==> src/rtl/apb_fifo_slave_if.sv <==
// APB2 completer-side signal bundle between the AHB-to-APB bridge and apb_fifo_slave.
interface apb_fifo_slave_if;
  logic [2:0]  pselx;
  logic        penable;
  logic        pwrite;
  logic [31:0] paddr;
  logic [31:0] pwdata;
  logic [31:0] prdata;

  modport master (output pselx, penable, pwrite, paddr, pwdata, input prdata);
  modport slave  (input pselx, penable, pwrite, paddr, pwdata, output prdata);
endinterface

==> src/rtl/apb_fifo_slave.sv <==
// APB2 responder with a write FIFO drained by a local stream port, plus STATUS/CTRL/SCRATCH/ERRCNT
// registers and a SETUP/ACCESS protocol monitor.
//
// state  | meaning
// IDLE   | slave not selected
// SETUP  | selected, first cycle of a transfer; address/direction/data latched
// ACCESS | selected with penable; commits only if previous state was SETUP and bus held stable
module apb_fifo_slave #(
  parameter int DEPTH   = 8,
  parameter int SEL_IDX = 0
) (
  input  logic             hclk,
  input  logic             hreset,
  apb_fifo_slave_if.slave  apb,
  input  logic             rd_en,
  output logic [31:0]      rd_data,
  output logic             rd_valid,
  output logic             irq,
  output logic             prot_err
);
  localparam int AW = $clog2(DEPTH);
  localparam int CW = AW + 1;

  typedef enum logic [1:0] {IDLE, SETUP, ACCESS} state_e;

  state_e        state_q, state_d;
  logic [31:0]   mem_q [DEPTH];
  logic [AW-1:0] wr_ptr_q, wr_ptr_d, rd_ptr_q, rd_ptr_d;
  logic [CW-1:0] count_q, count_d;
  logic [31:0]   lat_addr_q, lat_addr_d, lat_wdata_q, lat_wdata_d;
  logic          lat_write_q, lat_write_d;
  logic [31:0]   prdata_q, prdata_d, scratch_q, scratch_d;
  logic [7:0]    errcnt_q, errcnt_d;
  logic          en_q, en_d, ovf_q, ovf_d, udf_q, udf_d, prot_err_q, prot_err_d;

  logic          sel, setup_cyc, access_cyc, legal, violation;
  logic          empty, full, local_req, local_pop, push, apb_pop, flush;
  logic [2:0]    idx;
  logic [31:0]   head, status, rd_val;

  assign sel        = apb.pselx[SEL_IDX];
  assign setup_cyc  = sel & ~apb.penable;
  assign access_cyc = sel & apb.penable;
  assign legal      = access_cyc && (state_q == SETUP) && (apb.paddr == lat_addr_q) &&
                      (apb.pwrite == lat_write_q) && (apb.pwdata == lat_wdata_q);
  assign violation  = access_cyc & ~legal;
  assign idx        = apb.paddr[4:2];
  assign empty      = (count_q == '0);
  assign full       = (count_q == CW'(DEPTH));
  assign head       = mem_q[rd_ptr_q];
  assign local_req  = rd_en & ~empty;
  assign status     = {16'h0, 8'(count_q), 4'h0, udf_q, ovf_q, full, empty};

  always_comb begin
    rd_val = '0;
    case (idx)
      3'd0:    rd_val = (en_q && !empty) ? head : '0;
      3'd1:    rd_val = status;
      3'd2:    rd_val = {31'h0, en_q};
      3'd3:    rd_val = scratch_q;
      3'd4:    rd_val = {24'h0, errcnt_q};
      default: rd_val = '0;
    endcase
  end

  always_comb begin
    state_d     = state_q;
    lat_addr_d  = lat_addr_q;
    lat_write_d = lat_write_q;
    lat_wdata_d = lat_wdata_q;
    prdata_d    = prdata_q;
    scratch_d   = scratch_q;
    errcnt_d    = errcnt_q;
    en_d        = en_q;
    ovf_d       = ovf_q;
    udf_d       = udf_q;
    prot_err_d  = prot_err_q;
    wr_ptr_d    = wr_ptr_q;
    rd_ptr_d    = rd_ptr_q;
    count_d     = count_q;
    push        = 1'b0;
    apb_pop     = 1'b0;
    flush       = 1'b0;
    local_pop   = 1'b0;

    if (!sel)             state_d = IDLE;
    else if (apb.penable) state_d = ACCESS;
    else                  state_d = SETUP;

    if (setup_cyc) begin
      lat_addr_d  = apb.paddr;
      lat_write_d = apb.pwrite;
      lat_wdata_d = apb.pwdata;
      if (!apb.pwrite) prdata_d = rd_val;
    end

    if (legal) begin
      if (apb.pwrite) begin
        case (idx)
          3'd0: if (en_q) begin
            // a same-cycle local pop frees the slot a full FIFO needs
            if (!full || local_req) push = 1'b1;
            else                    ovf_d = 1'b1;
          end
          3'd1: begin
            if (apb.pwdata[2]) ovf_d = 1'b0;
            if (apb.pwdata[3]) udf_d = 1'b0;
          end
          3'd2: begin
            en_d  = apb.pwdata[0];
            flush = apb.pwdata[1];
          end
          3'd3: scratch_d = apb.pwdata;
          3'd4: begin
            errcnt_d   = '0;
            prot_err_d = 1'b0;
          end
          default: ;
        endcase
      end else if (idx == 3'd0 && en_q) begin
        if (empty) udf_d   = 1'b1;
        else       apb_pop = 1'b1;
      end
    end

    if (violation) begin
      prot_err_d = 1'b1;
      if (errcnt_q != 8'hFF) errcnt_d = errcnt_q + 8'd1;
    end

    local_pop = local_req & ~apb_pop;

    if (flush) begin
      wr_ptr_d = '0;
      rd_ptr_d = '0;
      count_d  = '0;
    end else begin
      if (push)                 wr_ptr_d = wr_ptr_q + AW'(1);
      if (apb_pop || local_pop) rd_ptr_d = rd_ptr_q + AW'(1);
      count_d = count_q + CW'(push) - CW'(apb_pop | local_pop);
    end
  end

  always_ff @(posedge hclk or posedge hreset) begin
    if (hreset) begin
      state_q     <= IDLE;
      lat_addr_q  <= '0;
      lat_write_q <= 1'b0;
      lat_wdata_q <= '0;
      prdata_q    <= '0;
      scratch_q   <= '0;
      errcnt_q    <= '0;
      en_q        <= 1'b0;
      ovf_q       <= 1'b0;
      udf_q       <= 1'b0;
      prot_err_q  <= 1'b0;
      wr_ptr_q    <= '0;
      rd_ptr_q    <= '0;
      count_q     <= '0;
    end else begin
      state_q     <= state_d;
      lat_addr_q  <= lat_addr_d;
      lat_write_q <= lat_write_d;
      lat_wdata_q <= lat_wdata_d;
      prdata_q    <= prdata_d;
      scratch_q   <= scratch_d;
      errcnt_q    <= errcnt_d;
      en_q        <= en_d;
      ovf_q       <= ovf_d;
      udf_q       <= udf_d;
      prot_err_q  <= prot_err_d;
      wr_ptr_q    <= wr_ptr_d;
      rd_ptr_q    <= rd_ptr_d;
      count_q     <= count_d;
    end
  end

  // storage needs no reset: entries are only visible through count/rd_ptr
  always_ff @(posedge hclk) begin
    if (push) mem_q[wr_ptr_q] <= apb.pwdata;
  end

  assign apb.prdata = prdata_q;
  assign rd_valid   = ~empty;
  assign rd_data    = empty ? 32'h0 : head;
  assign irq        = en_q & (ovf_q | udf_q);
  assign prot_err   = prot_err_q;
endmodule

==> src/flat_wrapper.sv <==
// flat-port wrapper written by rule: the top's interface ports become plain ports
module apb_fifo_slave_flat 
#(
  parameter int DEPTH   = 8,
  parameter int SEL_IDX = 0
)
  (hclk, hreset, rd_en, rd_data, rd_valid, irq, prot_err, apb_pselx, apb_penable, apb_pwrite, apb_paddr, apb_pwdata, apb_prdata);
  apb_fifo_slave_if apb_i ();
  input  logic hclk;
  input  logic hreset;
  input  logic rd_en;
  output logic [31:0] rd_data;
  output logic rd_valid;
  output logic irq;
  output logic prot_err;
  input wire logic [$bits(apb_i.pselx)-1:0] apb_pselx;
  input wire logic [$bits(apb_i.penable)-1:0] apb_penable;
  input wire logic [$bits(apb_i.pwrite)-1:0] apb_pwrite;
  input wire logic [$bits(apb_i.paddr)-1:0] apb_paddr;
  input wire logic [$bits(apb_i.pwdata)-1:0] apb_pwdata;
  output wire logic [$bits(apb_i.prdata)-1:0] apb_prdata;
  assign apb_i.pselx = apb_pselx;
  assign apb_i.penable = apb_penable;
  assign apb_i.pwrite = apb_pwrite;
  assign apb_i.paddr = apb_paddr;
  assign apb_i.pwdata = apb_pwdata;
  assign apb_prdata = apb_i.prdata;
  apb_fifo_slave #(.DEPTH(DEPTH), .SEL_IDX(SEL_IDX)) u_core (.hclk(hclk), .hreset(hreset), .apb(apb_i), .rd_en(rd_en), .rd_data(rd_data), .rd_valid(rd_valid), .irq(irq), .prot_err(prot_err));
endmodule
==> config.mk <==
export PLATFORM = sky130hd
export DESIGN_NAME = apb_fifo_slave_flat
export DESIGN_NICKNAME = d
export VERILOG_FILES = /design/src/rtl/apb_fifo_slave_if.sv /design/src/rtl/apb_fifo_slave.sv /design/src/flat_wrapper.sv
export SDC_FILE = /design/constraint.sdc
export NUM_CORES = 1
export LEC_CHECK = 0
export BUFFER_PORTS_ARGS = -buffer_cell sky130_fd_sc_hd__buf_2
export CORE_MARGIN = 2
export CORE_UTILIZATION = 30
export CTS_CLUSTER_SIZE = 25
export DETAILED_ROUTE_END_ITERATION = 10
export REMOVE_ABC_BUFFERS = 1
export SLEW_MARGIN = 20
export SYNTH_ARGS = -nofsm -noshare
export SYNTH_HDL_FRONTEND = slang
export SYNTH_SLANG_ARGS = --single-unit
export TNS_END_PERCENT = 1
==> constraint.sdc <==
create_clock -name hclk -period 4.4 [get_ports hclk]
set_input_delay 0.44 -clock hclk [delete_from_list [all_inputs] [get_ports hclk]]
set_output_delay 0.44 -clock hclk [all_outputs]
set_load 0.02 [all_outputs]
======== Word-level counts from Yosys, hierarchy flattened ========
Memories as Yosys holds them, arrays and structs flattened.
Index checks and enable logic that the tools add are counted.
Widths: inputs -> output; s select.
storage, ports and cells
  bits in writable memories ............... 256
  bits of input ports ..................... 72
  memories kept ........................... 1
  word-level logic and storage cells ...... 116
  output and inout port bits .............. 67
  register bits after elaboration ......... 153
memory list
  name          depth  bits a word  read ports  clocked after Yosys merged registers in  wr ports  line                  text
  u_core.mem_q  8      32           1           0                                        1         apb_fifo_slave.sv:27  logic [31:0] mem_q [DEPTH];
cells by class
  add/sub/neg operators ................... 5
  reduce and logical (&&, ||, !) cells .... 26
  multiplexer cells ....................... 42
  bitwise logic cells ..................... 13
  equal/unequal tests ..................... 15
operators with widths
  cell                 number
  $pmux 32 s5          1
  $eq 32x32->1         2
  $mux 32              2
  $mux 8               5
  $mux 1               26
  $reduce_bool 2->1    8
  $mux 3               4
  $reduce_and 3->1     3
  $add 8x1->8 const B  1
  $ne 8x8->1 const B   1
  $add 3x1->3 const B  2
  $and 1x1->1          6
  $eq 3x2->1 const B   2
  $logic_and 1x1->1    6
  $ne 2x1->1 const B   3
  $reduce_and 6->1     1
  $not 1->1            5
  $reduce_and 5->1     1
  $add 4x1->4          1
  $eq 4x4->1 const B   1
  $logic_not 4->1      1
  $mux 2               2
  $mux 4               1
  $ne 2x2->1 const B   2
  other kinds (11)     14

======== Logic depth before layout (Yosys ltp) ========
  word-level depth ........................ 12
  mapped depth ............................ 16
  mapped depth without buffers ............ 15

======== Worst setup path after synthesis ========
OpenSTA, ideal clock, no wires.
  kind .................................... in2reg
  start point ............................. in apb_pwrite
  end point ............................... mem u_core.mem_q[0][0] (enable)
  path buffers ............................ 1
  path slack .............................. -0.297 ns
  library setup time ...................... 0.461 ns
  cell stages on the path ................. 8
  data arrival time ....................... 4.236 ns
  data required time ...................... 3.939 ns
  cells stage by stage .................... buf_6 xor2_2 nor4_1 nand3_1 nor4_2 nand3_2 or3_1 nor3_1
between the ends
  word-level cells in the longest chain between the ends .. 6
  elaborated cells on any way between the ends .. 7
  those cells by class .................... eq/ne: 1; mux: 4; reduce/logical: 2
ends and longest elaborated chain
  element                         line                   text
  start, declared                 flat_wrapper.sv:18     input wire logic [$bits(apb_i.pwrite)-1:0] apb_pwrite;
  $eq 1x1->1                      apb_fifo_slave.sv:45   (apb.pwrite == lat_write_q) && (apb.pwdata == lat_wdata_q);
  $logic_and 1x1->1               apb_fifo_slave.sv:44   assign legal = access_cyc && (state_q == SETUP) && (apb.paddr == lat_addr_q) &&
  $logic_and 1x1->1               apb_fifo_slave.sv:45
  $mux 1 *                        apb_fifo_slave.sv:97   if (legal) begin
  $mux 1 *                        apb_fifo_slave.sv:180  if (push) mem_q[wr_ptr_q] <= apb.pwdata;
  $mux 1 (implied by the code) *  apb_fifo_slave.sv:180
  end, declared                   apb_fifo_slave.sv:27
Mark *: on every way between the ends. The rest lies on a longest branch, timed or not.

======== Final worst setup path ========
  start point ............................. reg u_core.rd_ptr_q[0]
  end point ............................... out rd_data[2]
between the ends
  word-level cells in the longest chain between the ends .. 2
ends and longest elaborated chain
  element                 line                   text
  start, declared         apb_fifo_slave.sv:28   logic [AW-1:0] wr_ptr_q, wr_ptr_d, rd_ptr_q, rd_ptr_d;
  start signal, assigned  apb_fifo_slave.sv:173  rd_ptr_q <= rd_ptr_d;
  $mem_v2 8x32            n/a
  $mux 32                 apb_fifo_slave.sv:185  assign rd_data = empty ? 32'h0 : head;
  end, declared           flat_wrapper.sv:12     output logic [31:0] rd_data;
No other way between the ends.

==> reports/qor.yml <==
grt_use_total_pct: 15.6
post_cts_resize_count: 0
post-route-min-period_ns: 3.47
ctsHoldBuffers: 0
finClkSkew_ns: 0.0230
viasPerCell: 4.91
dieArea_um2: 60100
cpPeakStageDelay_ns: 0.87
ios: 139
max_slew.worst_pin.slew_ns: 0.978
timing.hold.ws_ns: 0.0927
ys_types: 51
grt_overflow: 0
place_area_um2: 19200
synthToLayoutAreaGrowth_pct: 18.7
synthTopCellsByArea: "edfxtp_1, dfrtp_1, mux4_2"
worst-path-max-fanout: 29
finalPower_w: 0.0109
p_per_area_nw_per_um2: 528
initial_core_util_pct: 30.3
crit_arrival_ns: 3.03
holdCritPathClass: "in -> async"
rows: 88
multi_input_comb_area_um2: 5620
reg2reg_slack_ns: 0.94
cts_sinks: 409
yosysTopAreaCell: "edfxtp_1"
cts_tree: "yes"
p_leak_nw: 7.84
clk_latency_ns: 0.57
post_drt_wl_per_cell_um: 22.7
netlist_instances: 1087
vias: 10075
synth-seq-area-share_pct: 66.0
first_pass_iters: 5
seq_area_um2: 11500
drc: 0
layout.nets: 1331
yosys.cell_count.top_type: "edfxtp_1"
clk_pin_slew_worst_paths_ns: 0.06
drive_gt1_share_pct: 32.8
drt-total-wl_um: 46500
final-setup-viol-count: 0
cap_violations: 0
cp_cell_sequence: "buf_4 > mux4_2 > mux2i_1 > nor2_1 > buf_2"
dp.final_hpwl_um: 30200
async_flop_share_pct: 37.4
synth-main-ff-cell: "edfxtp_1"
rsz0062_at_grt: "no"
max_slew_margin_pct: 34.8
placed_cells: 1968
antenna_left: 0
cts_buffers: 44
portBuffers: 136
status: "finished, final reports clean"
coreArea_um2: 57600
routabilityCongestion: 0.842
first_global_vias: 10389
max_freq_mhz: 288
synth_area_um2: 17400
cts-root-buf: "clkbuf_16"
fin_crit_sh_pct: 79.0
grt_max_degree: 95
drt-initial-drc-count: 774
die_w_um: 245
grt_pass1_wl_um: 68600
clk_path_buf_depth: 3
crit_slowest_cell: "dfrtp_4"
fin_area_um2: 20700
cp-end-kind: "primary output"
synth_top_area_share_pct: 44.1
antenna_found_initial: 10
htree_num_levels: 2
ys_warn_count: 0
avgSynthCellArea_um2: 16.0
instances_no_fill: 2051
slew_viol_final: 0
vdd_drop_max_v: 0.000245
synth_edf_count: 256
finalHoldViolations: 0
ys_ff_latch: 409
crit_required_ns: 3.96
post_cts_buffers: 0
fillers: 5419
fp.dieH_um: 245
ys_top_cells_by_count: "edfxtp_1, dfrtp_1, mux2_2"
critPathKind: "reg -> out"
crit_path_start_kind: "flip-flop"
cells in the final DEF, fill, tap and decap left out, types with 7 or more instances in the layout:
master and n:
buf_4 25, clkbuf_16 45, xor2_1 46, mux2_4 30, ha_1 9, mux2_2 66, a22oi_1 9, nor2b_1 37
o21ai_0 37, nand3_1 8, nand2_1 35, nor4_1 37, dfrtp_1 150, inv_1 29, mux4_2 64, a21oi_1 10
o21ai_1 7, clkbuf_1 10, clkinv_2 10, nand4_1 12, buf_12 7, mux2i_1 36, buf_2 136, nor2_1 57
a22o_1 32, edfxtp_1 256
where the power goes:
part / internal [W] / switching, W / total, W
sequential: 0.00423 / 0.000267 / 0.00449
clock: 0.00226 / 0.00153 / 0.00379
combinational: 0.00116 / 0.00148 / 0.00264
total: 0.00764 / 0.00328 / 0.0109
kinds of logic after synthesis:
| family | share of synthesized area [%] |
|---|---|
| compound gates | 4.28 |
| xor+xnor | 2.55 |
| fa+ha+maj | 0.760 |
| buf+inv | 2.22 |
| flops | 66.0 |
| mux | 17.3 |
| simple gates | 6.86 |
flip-flops by register name (all words and copies together) (netlist names), 2 cells and up:
signal	cells
u_core.state_q	2
u_core.lat_addr_q	32
u_core.lat_wdata_q	32
u_core.mem_q	256
u_core.apb.prdata	32
u_core.wr_ptr_q	3
u_core.scratch_q	32
u_core.errcnt_q	8
u_core.count_q	4
u_core.rd_ptr_q	3
layout make-up:
cell class | count | share of cell area, %
Tap cell | 765 | 4.62
Clock buffer | 56 | 5.69
Timing Repair Buffer | 168 | 4.87
Multi-Input combinational cell | 595 | 27.2
Clock inverter | 26 | 1.41
Inverter | 31 | 0.586
Antenna cell | 1 | 0.0121
Sequential cell | 409 | 55.7
per-layer routing:
layer  up-vias  wire length [µm]  GRT usage (%)
li1       4482                 -              -
met1      5190             20200           20.7
met2       303             21900           24.9
met3        82              3210           4.06
met4        18              1160           5.09
met5         -                94              0
metrics by stage:
step | setup WS (ns) | utilization (%) | setup TNS (ns)
3_3_place_gp | 0.695 | 33.4 | 0
3_5_place_dp | 0.648 | 33.4 | 0
5_1_grt | 0.712 | 35.9 | 0
2_1_floorplan | -2.30 | - | -115.84
6_report | 0.925 | 35.9 | 0
4_1_cts | 0.789 | 35.9 | 0
worst max-delay path: cells and delay by family, from the launching register on:
kind | cells | cell delay [ns]
muxes | 2 | 0.89
DFF | 1 | 0.87
buffers and inverters | 2 | 0.59
and+or+nand+nor | 1 | 0.10
worst paths after layout:
path	from	cells past startpoint	endpoint
worst max-delay path	u_core.rd_ptr_q[0]	5	rd_data[2]
worst min-delay path	hreset	2	u_core.lat_addr_q[27]
worst max register to register	u_core.lat_wdata_q[30]	8	u_core.mem_q[7][17]
worst min register to register	u_core.scratch_q[30]	1	u_core.scratch_q[30]
max in group asynchronous	hreset	3	u_core.apb.prdata[1]
min in group hclk	apb_paddr[5]	2	u_core.lat_addr_q[5]
No activity file was read; power rests on OpenSTA's default activity.
